[config.mk]
export PLATFORM = sky130hd
export DESIGN_NAME = multi_vlp
export DESIGN_NICKNAME = d
export VERILOG_FILES = /design/src/rtl/multi_vlp.sv
export SDC_FILE = /design/constraint.sdc
export NUM_CORES = 1
export LEC_CHECK = 0
export ABC_AREA = 1
export CAP_MARGIN = 30
export CELL_PAD_IN_SITES_DETAIL_PLACEMENT = 1
export CELL_PAD_IN_SITES_GLOBAL_PLACEMENT = 2
export CORE_MARGIN = 2
export CORE_UTILIZATION = 29
export DETAILED_ROUTE_END_ITERATION = 8
export MAX_ROUTING_LAYER = met4
export PLACE_DENSITY_LB_ADDON = 0.25
export SLEW_MARGIN = 10
export SYNTH_ARGS = -nofsm -noshare
export SYNTH_HDL_FRONTEND = slang
export SYNTH_SLANG_ARGS = --single-unit
export TNS_END_PERCENT = 50
[constraint.sdc]
create_clock -name clock -period 2.1 [get_ports clock]
set_clock_uncertainty 0.1 [all_clocks]
set_input_delay 0.63 -clock clock [delete_from_list [all_inputs] [get_ports clock]]
set_output_delay 0.63 -clock clock [all_outputs]
set_load 0.01 [all_outputs]
[src/rtl/multi_vlp.sv]
// multi_vlp: shift-add multiplier with early termination, signed/unsigned operands and a cycle count.
module multi_vlp #(
   parameter int WIDTH = 32,
   localparam int CW = $clog2(WIDTH + 2)
) (
   input  logic               clock,
   input  logic               reset,
   input  logic [WIDTH-1:0]   mlier,
   input  logic [WIDTH-1:0]   mcand,
   input  logic               sgn,
   input  logic               start,
   output logic [2*WIDTH-1:0] prodt,
   output logic               valid,
   output logic               busy,
   output logic [CW-1:0]      cycles
);
   typedef enum logic [1:0] {IDLE, CALC, DONE} state_t;
   state_t state;
   logic [WIDTH-1:0] mlr, mag_lr, mag_cd;
   logic [2*WIDTH-1:0] mcd, acc;
   logic [CW-1:0] cnt;
   logic neg;
   // magnitude is taken in WIDTH bits, so the most negative value maps to 2^(WIDTH-1)
   assign mag_lr = (sgn && mlier[WIDTH-1]) ? -mlier : mlier;
   assign mag_cd = (sgn && mcand[WIDTH-1]) ? -mcand : mcand;
   always_ff @(posedge clock or negedge reset)
      if (!reset) begin
         state  <= IDLE;
         mlr    <= '0;
         mcd    <= '0;
         acc    <= '0;
         cnt    <= '0;
         neg    <= 1'b0;
         prodt  <= '0;
         valid  <= 1'b0;
         busy   <= 1'b0;
         cycles <= '0;
      end else
         case (state)
            IDLE:
               if (start) begin
                  neg   <= sgn & (mlier[WIDTH-1] ^ mcand[WIDTH-1]);
                  mlr   <= mag_lr;
                  mcd   <= {{WIDTH{1'b0}}, mag_cd};
                  acc   <= '0;
                  cnt   <= '0;
                  busy  <= 1'b1;
                  state <= CALC;
               end
            CALC:
               if (mlr == '0 || mcd == '0) begin
                  prodt  <= neg ? -acc : acc;
                  cycles <= cnt + CW'(1);
                  valid  <= 1'b1;
                  busy   <= 1'b0;
                  state  <= DONE;
               end else begin
                  if (mlr[0]) acc <= acc + mcd;
                  mlr <= mlr >> 1;
                  mcd <= mcd << 1;
                  cnt <= cnt + CW'(1);
               end
            DONE:
               if (!start) begin
                  valid <= 1'b0;
                  state <= IDLE;
               end
            default: state <= IDLE;
         endcase
endmodule

==> metrics.md, run 1 <==
| Metric | Value |
|---|---|
| Slew Limit Fails | 0 |
| Switching share of power | 47.8% |
| Starting Density | 29.2% |
| Clock Sink Count | 241 |
| Share of cells above drive strength 1 | 33.0% |
| CTS tree | done |
| Critical Path Start Type | flop |
| Worst Path Arrival | 2880 ps |
| IO Pins | 140 |
| GP Congestion | 0.936 |
| Flop pwr share | 16.6% |
| MaxCap Viol Count | 0 |
| Largest net degree at the start of global routing | 68 |
| Top layer reached by signal wires | met4 |
| Fin nets | 4232 |
| Setup violators final | 311 |
| # rows | 95 |
| Die width | 264 um |
| Vias per inst | 4.93 |
| Filler cell count | 8511 |
| Commonest non-fill, non-tap cell in the layout | nand2_1 |
| Clock slew at reported path FFs | 60 ps |
| Die area | 69500 sq um |
| Vias in the first global route | 26000 |
| Pwr Density | 1370 nW/um^2 |
| Post-synth EDFFs | 0 |
| Ys Warns | 0 |
| CTS Buffer Depth | 3 |
| Finished Layout Cells | 4994 |
| Internal power | 0.0233 W |
| CTS Buf Count | 31 |
| Max Fclk | 0.402 GHz |
| Post-synthesis sequential area ratio | 30.8% |
| Metal3 WL | 3310 um |
| Worst-margin pin slew | 418 ps |
| Leak | 16.8 nW |
| R2r setup slk | -390 ps |
| GR Overflow Total | 0 |
| Root buffer selected by CTS | clkbuf_16 |
| Worst Setup Path Type | reg2reg |
| Status | finished, violations left |
| Top_reg_cell synth | dfrtp_1 |
| Fin crit period | 2490 ps |
| Mapped Area | 19600 sq um |
| Depth of the most critical reg-to-reg path | 13 |
| Tcrit/Tclk final | 118% |
| Final wirelength | 100000 um |
| Initial DRT Pass Iterations | 5 |
| Die height | 264 um |
| Worst R2R End | prodt[15] |
| Clk Latency, worst-skew pair | 640 ps |
| Placed wire-length estimate | 73600 um |
| Post-Synthesis Cells | 3254 |
| #FFs+latches synth | 241 |
| Routed wl met2 | 48800 um |
| Area delta synth->final | 66.7% |
| RSZ-0062 raised after global routing | true |
| Clk pwr share | 12.8% |
| Number of port buffers | 139 |
| Worst min path class | in2async |
| Antenna cells | 0 |
| Initial antenna violation count | 1 |
| DRC errors left | 0 |
| Via count | 24600 |
| Distinct cell type count after synthesis | 40 |
| Maximum vdd drop | 0.884 mV |
| Commonest non-fill, non-tap cells in the layout | nand2_1, buf_4, inv_1 |
| Switching power total | 0.0213 W |
| Final Hold Violating Endpoints | 0 |
| Post-Route Setup TNS | -77250 ps |
| Wire per inst | 20.1 um |
| GRT Resource Usage Total | 27.8% |
| CP Max Fanout | 6 |
| H-tree depth | 1 |
| Worst setup margin | -387 ps |
| Pre-CTS setup slack | -702 ps |
| First-pass GRT wire length | 147000 um |
| Relative slew slack | 71.8% |
| CP endpoint kind | flop |
| Met1 Wirelength | 44300 um |
| Required time worst endpoint | 2500 ps |
| Syn Nets | 3390 |
| Post-synth ARST share | 100% |
| 1st-iter DRT viols | 1210 |
| Failing checks | negative setup slack |
| Area of the core | 66900 sq um |
| Post-DRT Antenna Nets | 0 |
| Gate power share | 70.6% |
| Mean Syn Cell Area | 6.01 sq um |
| R2r startpoint | mcd[55] |
| Post-Place Cells | 4863 |
-- Yosys cell counts (all sizes together), types with 41 or more instances --
| master | count | area (sq um) |
|---|---|---|
| xor2 | 47 | 412 |
| dfrtp | 241 | 6030 |
| buf | 46 | 225 |
| nand2 | 1255 | 4730 |
| ha | 67 | 838 |
| nor2 | 309 | 1190 |
| o22ai | 47 | 294 |
| nand3 | 265 | 1340 |
| o21ai | 182 | 918 |
| a21oi | 61 | 309 |
| inv | 537 | 2020 |
| nand4 | 41 | 257 |
-- layer usage --
layer / global-route usage [%] / up-vias
met5: - / -
met4: 8.54 / 0
met3: 2.59 / 177
met2: 47.1 / 423
met1: 35.1 / 12200
li1: - / 11800
-- worst max-delay path, cell delays in order (launching register included) --
cell	delay (ps)
dfrtp_1	390
inv_2	60
nand4_1	340
nor2_2	260
nand2_1	90
nor2_2	140
nand2_4	90
a21oi_4	170
buf_12	180
buf_12	140
clkinv_16	80
buf_12	140
nand2_1	80
o21ai_1	90
-- flip-flops by register name, indices dropped and copies added, names as in the netlist --
register and cells:
acc 64, busy 1, cnt 6, cycles 6
mcd 64, mlr 32, neg 1, prodt 64
state 2, valid 1
-- how the worst max path moves through the flow --
stage	from	endpoint	slack, ps	cells after the start
global placement	mcd[47]	prodt[3]	-620	12
CTS	mcd[58]	prodt[56]	-350	12
floorplan	mcand[0]	mcd[14]	2	10
detailed placement	mlier[1]	mlr[17]	-700	10
finish	mcd[55]	prodt[15]	-390	13
global route	mcd[56]	prodt[15]	-490	13
-- power by group through the flow --
stage,Sequential (W),Combinational (W),Clock [W]
final,0.00742,0.0315,0.00570
after global routing,0.00755,0.0340,0.00598
after CTS,0.00719,0.0276,0.00577
after detailed placement,0.00719,0.0248,0
after global placement,0.00712,0.0241,0
after floorplan,0.00707,0.0117,0
-- repair_timing --
action                                 CTS  global route
endpoints found under the hold margin   15             0
pin swaps                               34            85
cloned                                  27            18
buffers inserted                        16            18
setup endpoints to repair              312           311
hold buffers                             1             0
resized for setup                      291           509
-- through the flow --
stage | hold WS, ps | cell area [sq um] | util [%] | total power (W)
6_report | 374 | 32600 | 48.7 | 0.0446
5_1_grt | 389 | 32600 | 48.7 | 0.0475
4_1_cts | 372 | 30100 | 44.9 | 0.0405
3_5_place_dp | 375 | 27100 | 40.5 | 0.0320
3_3_place_gp | 363 | 27100 | 40.5 | 0.0312
2_1_floorplan | 234 | 19600 | - | 0.0188
-- area by class of cell --
cell class / count / area (sq um) / area share (%)
well taps: 873 / 1090 / 3.35
multi-input cells: 2397 / 14000 / 42.8
repair inverters: 2 / 50.0 / 0.154
repair buffers: 885 / 8350 / 25.6
clock buffers: 42 / 867 / 2.66
clock inverters: 16 / 186 / 0.572
flip-flops and latches: 241 / 6050 / 18.6
inverters: 538 / 2050 / 6.30
-- kinds of logic after synthesis --
family                     synth area share [%]
buffers and inverters                      12.1
AOI/OAI and AO/OA                          8.59
adders and majority gates                  4.39
xor gates and xnor gates                   3.67
DFF                                        30.8
and+or+nand+nor                            40.4
Power figures use the tool's default switching activity.
==> inputs of run 2 (changes only) <==
- CORE_UTILIZATION: 29 -> 35
- CTS_CLUSTER_DIAMETER: unset -> 150
- SKIP_LAST_GASP: unset -> 1
- clock period: 2.1 -> 3 ns (I/O delays scaled with it)
==> run 2 against run 1 <==
Compared with the run above: the run now ends clean; count of clock-buffer cells in the layout grew 1; hold slack lost 220 ps; sequential share of layout area grew 7.1 points; cell count shrank 16%; non-clock buffer count shrank 650; first-iteration DRC count grew 3.7%; global-route usage grew 0.87 points; critical path depth shrank 1; clock power shrank 27%; power shrank 50%; final area shrank 28%; largest cell class unchanged.
==> metrics.md, run 2 (same netlist as run 1, synthesis figures left out) <==
| Metric | Value |
|---|---|
| Wire per inst | 18.9 um (-5.8%) |
| Area delta synth->final | 20.3% |
| Clock Sink Count | 241 (unchanged) |
| Commonest non-fill, non-tap cell in the layout | nand2_1 |
| # rows | 86 (-9.5%) |
| Leak | 12.5 nW (-26%) |
| Maximum vdd drop | 0.423 mV (-52%) |
| Starting Density | 35.4% (+6.2 points) |
| Critical Path Start Type | flop |
| Critical path depth in cells | 12 (-1) |
| Via count | 21300 (-13%) |
| Worst Setup Path Type | reg2reg |
| Die width | 240 um (-8.8%) |
| Worst Path Arrival | 3210 ps (+330 ps) |
| Setup violators final | 0 (-100%) |
| Placed wire-length estimate | 65100 um (-12%) |
| Clock slew at reported path FFs | 60 ps (about the same) |
| Die height | 240 um (-8.8%) |
| CP endpoint kind | flop |
| MaxCap Viol Count | 0 (unchanged) |
| Clk Latency, worst-skew pair | 600 ps (-40 ps) |
| Slew Limit Fails | 0 (unchanged) |
| CP max-delay cell | ha_1 |
| CTS Buffer Depth | 3 (unchanged) |
| RSZ-0062 raised after global routing | false |
| IO Pins | 140 (unchanged) |
| Die area | 57800 sq um (-17%) |
| CP dominant cell by count | nand2_1 |
| DRC errors left | 0 (unchanged) |
| Number of port buffers | 139 (unchanged) |
| Fin nets | 3580 (-15%) |
| GRT Resource Usage Total | 28.7% (+0.87 points) |
| Commonest non-fill, non-tap cells in the layout | nand2_1, inv_1, nor2_1 |
| Final wirelength | 79800 um (-20%) |
| CTS hold repair buffers | 0 (-1) |
| Root buffer selected by CTS | clkbuf_16 |
| Crit path cell chain | ha_1, nand2_1, nor2_1, inv_1, nor3_1, nand2_1, nor3_1, nand2_1, nand2_1, nand2_1, nand3_1, nand2_1 |
| Fin crit period | 2840 ps (+349 ps) |
| Required time worst endpoint | 3380 ps (+880 ps) |
| GP Congestion | 0.923 (-1.4%) |
| H-tree depth | 1 (unchanged) |
| Vias in the first global route | 21900 (-16%) |
| Worst-margin pin slew | 724 ps (+307 ps) |
| Worst setup margin | 165 ps (+551 ps) |
| First-pass GRT wire length | 124000 um (-15%) |
| Pre-CTS setup slack | -36.8 ps (+666 ps) |
| CTS tree | done |
| CTS Buf Count | 31 (unchanged) |
| Antenna cells | 0 (unchanged) |
| Worst min path class | in2async |
| Area of the core | 55200 sq um (-18%) |
| Status | complete, no violations |
| Vias per inst | 5.06 (+2.6%) |
| Initial DRT Pass Iterations | 5 (unchanged) |
| CP max stage delay | 520 ps (+130 ps) |
| Largest net degree at the start of global routing | 114 (+68%) |
| GR Overflow Total | 0 (unchanged) |
| CTS resizes | 0 (-100%) |
| Post-Route Setup TNS | 0 ps (+77250 ps) |
| Relative slew slack | 51.7% (-20 points) |
| Max Fclk | 0.353 GHz (-12%) |
| Share of cells above drive strength 1 | 5.13% (-28 points) |
| Initial antenna violation count | 0 (-1) |
| CP Max Fanout | 5 (-1) |
| Post-DRT Antenna Nets | 0 (unchanged) |
| Depth of the most critical reg-to-reg path | 12 (-1) |
| Pwr Density | 942 nW/um^2 (-31%) |
| Tcrit/Tclk final | 94.5% (-24 points) |
| Biggest regs | acc x64, mcd x64, prodt x64 |
| # Post-CTS Setup Buffers | 0 (-16) |
| 1st-iter DRT viols | 1255 (+3.7%) |
| Filler cell count | 7449 (-12%) |
| Crit path max-delay family | simple AND/OR/NAND/NOR gates |
| CP bufs+invs | 1 (-4) |
| Final Hold Violating Endpoints | 0 (unchanged) |
run 2: area by class of cell:
cell class | instances | area (sq um) | share of cell area (%)
multi-input cells | 2397 | 11200 | 47.4
repair buffers | 235 | 2270 | 9.63
clock inverters | 13 | 220 | 0.936
clock buffers | 43 | 891 | 3.79
flip-flops and latches | 241 | 6030 | 25.6
well taps | 748 | 936 | 3.98
inverters | 538 | 2020 | 8.59
run 2: per-layer routing:
layer / track usage (%) / vias to the layer above / wire length [um]
li1: - / 10500 / -
met5: - / - / 0
met4: 4.99 / 0 / 1220
met2: 46.2 / 396 / 36200
met3: 2.65 / 72 / 3880
met1: 39.6 / 10400 / 38500
run 2: final timing paths:
| check | start | endpoint | slack, ps |
|---|---|---|---|
| max in group asynchronous | reset | mcd[34] | 1870 |
| worst max-delay path | acc[33] | acc[60] | 160 |
| worst max register to register | acc[33] | acc[60] | 160 |
| worst min-delay path | reset | cnt[5] | 160 |
| min in group clock | prodt[53] | prodt[53] | 380 |
| worst min register to register | prodt[53] | prodt[53] | 380 |
run 2: through the flow:
step / instance area (sq um) / util (%) / power (W) / cells / hold WS (ps)
floorplan: 19600 / - / 0.0132 / 3254 / 349
global placement: 22400 / 40.6 / 0.0175 / 4159 / 363
detailed placement: 22400 / 40.6 / 0.0179 / 4159 / 366
CTS: 23500 / 42.6 / 0.0222 / 4215 / 174
global route: 23500 / 42.6 / 0.0240 / 4215 / 178
finish: 23500 / 42.6 / 0.0222 / 4215 / 158
run 2: where the power goes:
| group | internal [W] | switching [W] |
|---|---|---|
| Sequential | 0.00423 | 0.00110 |
| Combinational | 0.00409 | 0.00860 |
| Clock | 0.00257 | 0.00157 |
| Total | 0.0109 | 0.0113 |
